===== config.mk =====
export PLATFORM = sky130hd
export DESIGN_NAME = fetch_queue
export DESIGN_NICKNAME = d
export VERILOG_FILES = /design/src/rtl/fetch_queue.sv
export SDC_FILE = /design/constraint.sdc
export NUM_CORES = 1
export LEC_CHECK = 0
export CAP_MARGIN = 15
export CORE_MARGIN = 1
export CORE_UTILIZATION = 55
export CTS_BUF_LIST = sky130_fd_sc_hd__clkbuf_16
export DETAILED_ROUTE_END_ITERATION = 7
export PLACE_DENSITY_LB_ADDON = 0.05
export SLEW_MARGIN = 20
export SYNTH_ARGS = -nofsm -noshare
export SYNTH_HDL_FRONTEND = slang
export SYNTH_SLANG_ARGS = --single-unit

===== constraint.sdc =====
create_clock -name clk -period 4 [get_ports clk]
set_input_delay 0.8 -clock clk [delete_from_list [all_inputs] [get_ports clk]]
set_output_delay 0.8 -clock clk [all_outputs]
set_load 0.1 [all_outputs]

===== src/rtl/fetch_queue.sv =====
// fetch_queue: instruction prefetch buffer between instruction memory and
// the IF/ID pipeline register. Each cycle it fetches one instruction at the
// internal fetch PC and queues it with its PC. The oldest entry is presented
// to ID and held while ID stalls. A taken-branch redirect discards all
// entries and restarts fetching at the branch target.
//
// Ports:
//   clk         rising-edge clock
//   clear       asynchronous active-low reset
//   imem_addr   instruction memory address (always equals fetch_pc)
//   imem_data   instruction word, combinational read of imem_addr
//   stall       ID not accepting; head entry is held
//   redirect    taken branch: flush the queue and refetch
//   redirect_pc branch target, sampled while redirect=1
//   out_valid   head entry valid
//   out_inst    head instruction (0 when out_valid=0)
//   out_pc      PC of head instruction (0 when out_valid=0)
//   count       number of occupied entries
//   fetch_pc    next address to fetch
module fetch_queue #(
    parameter int DEPTH  = 4,
    parameter int PC_W   = 6,
    parameter int INST_W = 16
) (
    input  logic                     clk,
    input  logic                     clear,
    output logic [PC_W-1:0]          imem_addr,
    input  logic [INST_W-1:0]        imem_data,
    input  logic                     stall,
    input  logic                     redirect,
    input  logic [PC_W-1:0]          redirect_pc,
    output logic                     out_valid,
    output logic [INST_W-1:0]        out_inst,
    output logic [PC_W-1:0]          out_pc,
    output logic [$clog2(DEPTH):0]   count,
    output logic [PC_W-1:0]          fetch_pc
);

    localparam int AW = $clog2(DEPTH);
    localparam int CW = AW + 1;
    localparam logic [CW-1:0]   DEPTH_C = CW'(DEPTH);
    localparam logic [CW-1:0]   CNT_ONE = CW'(1);
    localparam logic [AW-1:0]   PTR_ONE = AW'(1);
    localparam logic [PC_W-1:0] PC_ONE  = PC_W'(1);

    logic [INST_W-1:0] inst_mem_r [DEPTH];
    logic [PC_W-1:0]   pc_mem_r   [DEPTH];

    logic [AW-1:0]   rd_ptr_r;
    logic [AW-1:0]   wr_ptr_r;
    logic [CW-1:0]   count_r;
    logic [PC_W-1:0] fetch_pc_r;

    logic            out_valid_s;
    logic            pop_s;
    logic            push_s;
    logic [CW-1:0]   count_nxt_s;

    // Handshake decode: a pop needs a valid head, a push needs room (or a
    // slot being freed by the same-cycle pop) and no flush in progress.
    always_comb begin
        out_valid_s = (count_r != {CW{1'b0}});
        pop_s       = out_valid_s & ~stall;
        push_s      = ~redirect & ((count_r < DEPTH_C) | pop_s);
    end

    // Occupancy update from the push/pop pair.
    always_comb begin
        count_nxt_s = count_r;
        case ({push_s, pop_s})
            2'b10:   count_nxt_s = count_r + CNT_ONE;
            2'b01:   count_nxt_s = count_r - CNT_ONE;
            default: count_nxt_s = count_r;
        endcase
    end

    // Control state: pointers, occupancy and fetch PC. Redirect overrides
    // everything, including a pop that would otherwise consume the head.
    always_ff @(posedge clk or negedge clear) begin
        if (!clear) begin
            rd_ptr_r   <= {AW{1'b0}};
            wr_ptr_r   <= {AW{1'b0}};
            count_r    <= {CW{1'b0}};
            fetch_pc_r <= {PC_W{1'b0}};
        end else if (redirect) begin
            rd_ptr_r   <= {AW{1'b0}};
            wr_ptr_r   <= {AW{1'b0}};
            count_r    <= {CW{1'b0}};
            fetch_pc_r <= redirect_pc;
        end else begin
            if (pop_s) begin
                rd_ptr_r <= rd_ptr_r + PTR_ONE;
            end
            if (push_s) begin
                wr_ptr_r   <= wr_ptr_r + PTR_ONE;
                fetch_pc_r <= fetch_pc_r + PC_ONE;
            end
            count_r <= count_nxt_s;
        end
    end

    // Entry storage; contents are don't-care after reset so no reset here.
    always_ff @(posedge clk) begin
        if (push_s) begin
            inst_mem_r[wr_ptr_r] <= imem_data;
            pc_mem_r[wr_ptr_r]   <= fetch_pc_r;
        end
    end

    // Head read from registered storage; no bypass from imem_data, so a
    // fetched word reaches the outputs one edge after it is fetched.
    always_comb begin
        if (out_valid_s) begin
            out_inst = inst_mem_r[rd_ptr_r];
            out_pc   = pc_mem_r[rd_ptr_r];
        end else begin
            out_inst = {INST_W{1'b0}};
            out_pc   = {PC_W{1'b0}};
        end
    end

    // Remaining outputs come straight from registers.
    always_comb begin
        out_valid = out_valid_s;
        count     = count_r;
        fetch_pc  = fetch_pc_r;
        imem_addr = fetch_pc_r;
    end

endmodule


==> impl_metrics.csv <==
group,metric,value,unit
worst_setup_path,crit_family,"flip-flops",
detailed_routing,dr_total_vias,2239,
worst_setup_path,critical_path_class,"flip-flop to primary output",
clock_tree,clock-root-buffer,"clkbuf_16",
sta,drv_slew,0,
detailed_routing,drtAntennaViolNets,0,
clock_tree,cts_sinks,101,
placement,dp_slack,1.05,ns
placement,numPortBuffers,63,
floorplan,rows,31,
power_and_ir_drop,peakVddDrop,0.464,mV
yosys,postSynthCellCount,232,
floorplan,ios,64,
worst_setup_path,reg2reg_from,"count[2]",
detailed_routing,firstDrtPassIters,4,
power_and_ir_drop,netSwitchingPower,1.82,mW
clock_tree,cts_setup_buffers,0,
clock_tree,cts_tree,"done",
power_and_ir_drop,clkPwrFrac,22.2,%
yosys,ys_ff_latch,101,
cells_and_area,nets,328,
yosys,yosys_warnings,0,
power_and_ir_drop,totalPowerFinal,4.08,mW
global_route,grt-ovfl-total,0,
worst_setup_path,slowest_stage,"dfrtp_1",
global_route,grt_use_total,20.2,%
floorplan,die_area,7960,um^2
cells_and_area,fillCellCount,476,
clock_tree,clk-insertion-delay-late,0.34,ns
worst_setup_path,worst-path-buf-inv,1,
sta,rsz0062_at_grt,"false",
placement,gp_congestion,0.725,
cells_and_area,area_delta_synth_final,22.9,%
yosys,yosysUniqueCellTypes,32,
sta,tns,0,ns
global_route,grt_first_pass_wirelength,11300,um
sta,fin_ws,0.966,ns
worst_setup_path,start_kind,"flip-flop",
sta,worst-slew-pin-transition,1.07,ns
worst_setup_path,crit_start,"rd_ptr_r[1]",
sta,setup_viol,0,
job,drv_cap,0,
floorplan,die_x,89.2,um
hold_path,hold_class,"flip-flop to flip-flop",
floorplan,die_h,89.2,um
floorplan,start_util,57.3,%
power_and_ir_drop,power_density,794,nW/um^2
cells_and_area,stdcell_count,400,
detailed_routing,wl,7320,um
clock_tree,htree_levels,3,
placement,dp_hpwl,4260,um
power_and_ir_drop,seqPwrFrac,33.7,%
detailed_routing,wl_per_cell,18.3,um
detailed_routing,viasPerCell,5.60,
detailed_routing,drc,0,
yosys,synth_area_per_cell,18.0,um^2
cells_and_area,diodes,0,
sta,max_freq,330,MHz
power_and_ir_drop,p_sw_share,44.5,%
power_and_ir_drop,leakage,1.83,nW
sta,fin_skew,0.00526,ns
global_route,antenna_found_initial,0,
global_route,grt_pass1_vias,2158,
clock_tree,max-clock-path-buffers,2,
yosys,seq_area_frac_synth,71.0,%
global_route,grt_max_degree,28,
hold_path,worstHoldStart,"wr_ptr_r[1]",
placement,place_inst,384,
power_and_ir_drop,p_int,2.27,mW
power_and_ir_drop,pwr-share-comb,44.1,%
worst_setup_path,critPathCaptureType,"primary output",
worst_setup_path,cpPeakStageDelay,1.04,ns
clock_tree,path_clk_slew,0.06,ns
cells_and_area,layout-drive-gt1-share,20.3,%
clock_tree,cts_hold_buf,0,
detailed_routing,drt_iter0_drc,111,
worst_setup_path,crit_chain,"mux4_2, nor2b_1, buf_4",
yosys,syn_nets,264,
clock_tree,cts.repair.resized,0,
status,status,"completed",
clock_tree,cts_made_buffers,9,
sta,slew_headroom,28.7,%
sta,period_share,75.8,%
worst_setup_path,crit_fanout,24,
worst_setup_path,arrival,2.23,ns
floorplan,coreArea,7290,um^2
sta,min_period,3.03,ns
yosys,synth_area,4180,um^2
sta,final-hold-violation-count,0,
worst_setup_path,required,3.20,ns
## cell usage after synthesis
cell type | instances | area, um^2
nand2_1 | 8 | 30.0
a21oi_1 | 7 | 35.0
dfrtp_1 | 13 | 325
edfxtp_1 | 88 | 2640
o31ai_1 | 1 | 7.51
inv_1 | 9 | 33.8
o211ai_1 | 1 | 7.51
mux4_2 | 16 | 360
inv_2 | 1 | 3.75
nor2_1 | 4 | 15.0
mux2i_1 | 1 | 10.0
or3_1 | 1 | 6.26
o21ai_0 | 7 | 35.0
clkbuf_1 | 5 | 18.8
xnor2_1 | 3 | 26.3
nand3_1 | 4 | 20.0
or4_1 | 1 | 7.51
buf_6 | 1 | 11.3
fa_1 | 1 | 20.0
buf_2 | 3 | 15.0
a211o_1 | 1 | 8.76
buf_12 | 1 | 20.0
and2_1 | 4 | 25.0
ha_1 | 5 | 62.6
nor3_2 | 1 | 10.0
and3_1 | 2 | 12.5
nand4_1 | 3 | 18.8
buf_4 | 7 | 52.6
nor2b_1 | 22 | 138
mux4_1 | 6 | 158
a21boi_0 | 2 | 15.0
a311o_1 | 3 | 30.0
## worst register-to-register path, cell delays in order (launching register included)
cell and delay [ns]:
dfrtp_1 0.52, a21oi_1 0.27, and2_1 0.63, buf_4 0.31
## cell type report
class | count | area [um^2] | area share [%]
Tap cell | 99 | 124 | 2.41
Clock buffer | 9 | 225 | 4.38
Multi-Input combinational cell | 104 | 1060 | 20.7
Inverter | 10 | 37.5 | 0.731
Sequential cell | 101 | 2970 | 57.8
Timing Repair Buffer | 70 | 628 | 12.2
Clock inverter | 7 | 90.1 | 1.75
## kinds of logic after synthesis
group | share of synthesized area, %
flip-flops | 71.0
AND/OR/NAND/NOR | 6.76
buffers and inverters | 3.71
multiplexers | 12.6
AO/OA/AOI/OAI | 3.32
adder cells (fa/ha/maj) | 1.97
XOR/XNOR | 0.628
## metal layers
metal / wire [um] / track usage (%) / vias up
li1: - / - / 1020
met1: 3270 / 26.6 / 1140
met2: 3590 / 33.2 / 71
met3: 374 / 5.17 / 8
met4: 95 / 6.49 / 0
met5: 0 / 0 / -
## path summary, 6_finish.rpt
check                                   end  slack (ns)  cells after the start
min in group asynchronous          count[0]        0.84                      1
max in group asynchronous       fetch_pc[1]        2.77                      1
setup / recovery                out_inst[0]        0.97                      3
hold / removal                  wr_ptr_r[1]        0.61                      2
hold reg to reg                 wr_ptr_r[1]        0.61                      2
setup reg to reg           inst_mem_r[2][4]        1.98                      3
## registers in the layout (all words and copies together) (netlist names)
name and count:
fetch_pc 6, wr_ptr_r 2, rd_ptr_r 2, count 3, pc_mem_r 24, inst_mem_r 64
## power groups by stage
stage                     sequential [mW]  clock, mW  combinational, mW
after floorplan                      1.50          0               1.32
after global placement               1.40          0               1.79
after detailed placement             1.40          0               1.81
after CTS                            1.38      0.924               1.82
after global routing                 1.39      0.963               1.87
final                                1.38      0.906               1.80
## per-stage QoR
step	instance area, um^2	hold slack, ns	utilization, %
after floorplan	4180	0.504	-
after global placement	4820	0.589	66.1
after detailed placement	4820	0.599	66.1
after CTS	5140	0.610	70.5
after global routing	5140	0.642	70.5
final	5140	0.607	70.5
## cell usage in the layout, fill, tap and decap left out, types with 2 or more instances in the layout
cell type and n:
bufinv_16 2, inv_1 10, ha_1 5, and3_1 2, nor2_1 4, a311o_1 3, dfrtp_1 13, nand2_1 8
clkdlybuf4s50_1 41, a21boi_0 2, a21oi_1 7, edfxtp_1 88, o21ai_0 7, mux4_2 16, mux4_1 6, nand3_1 4
clkbuf_16 9, xnor2_1 3, buf_4 29, nor2b_1 22, and2_1 4, nand4_1 3
Power figures use the tool's default switching activity.
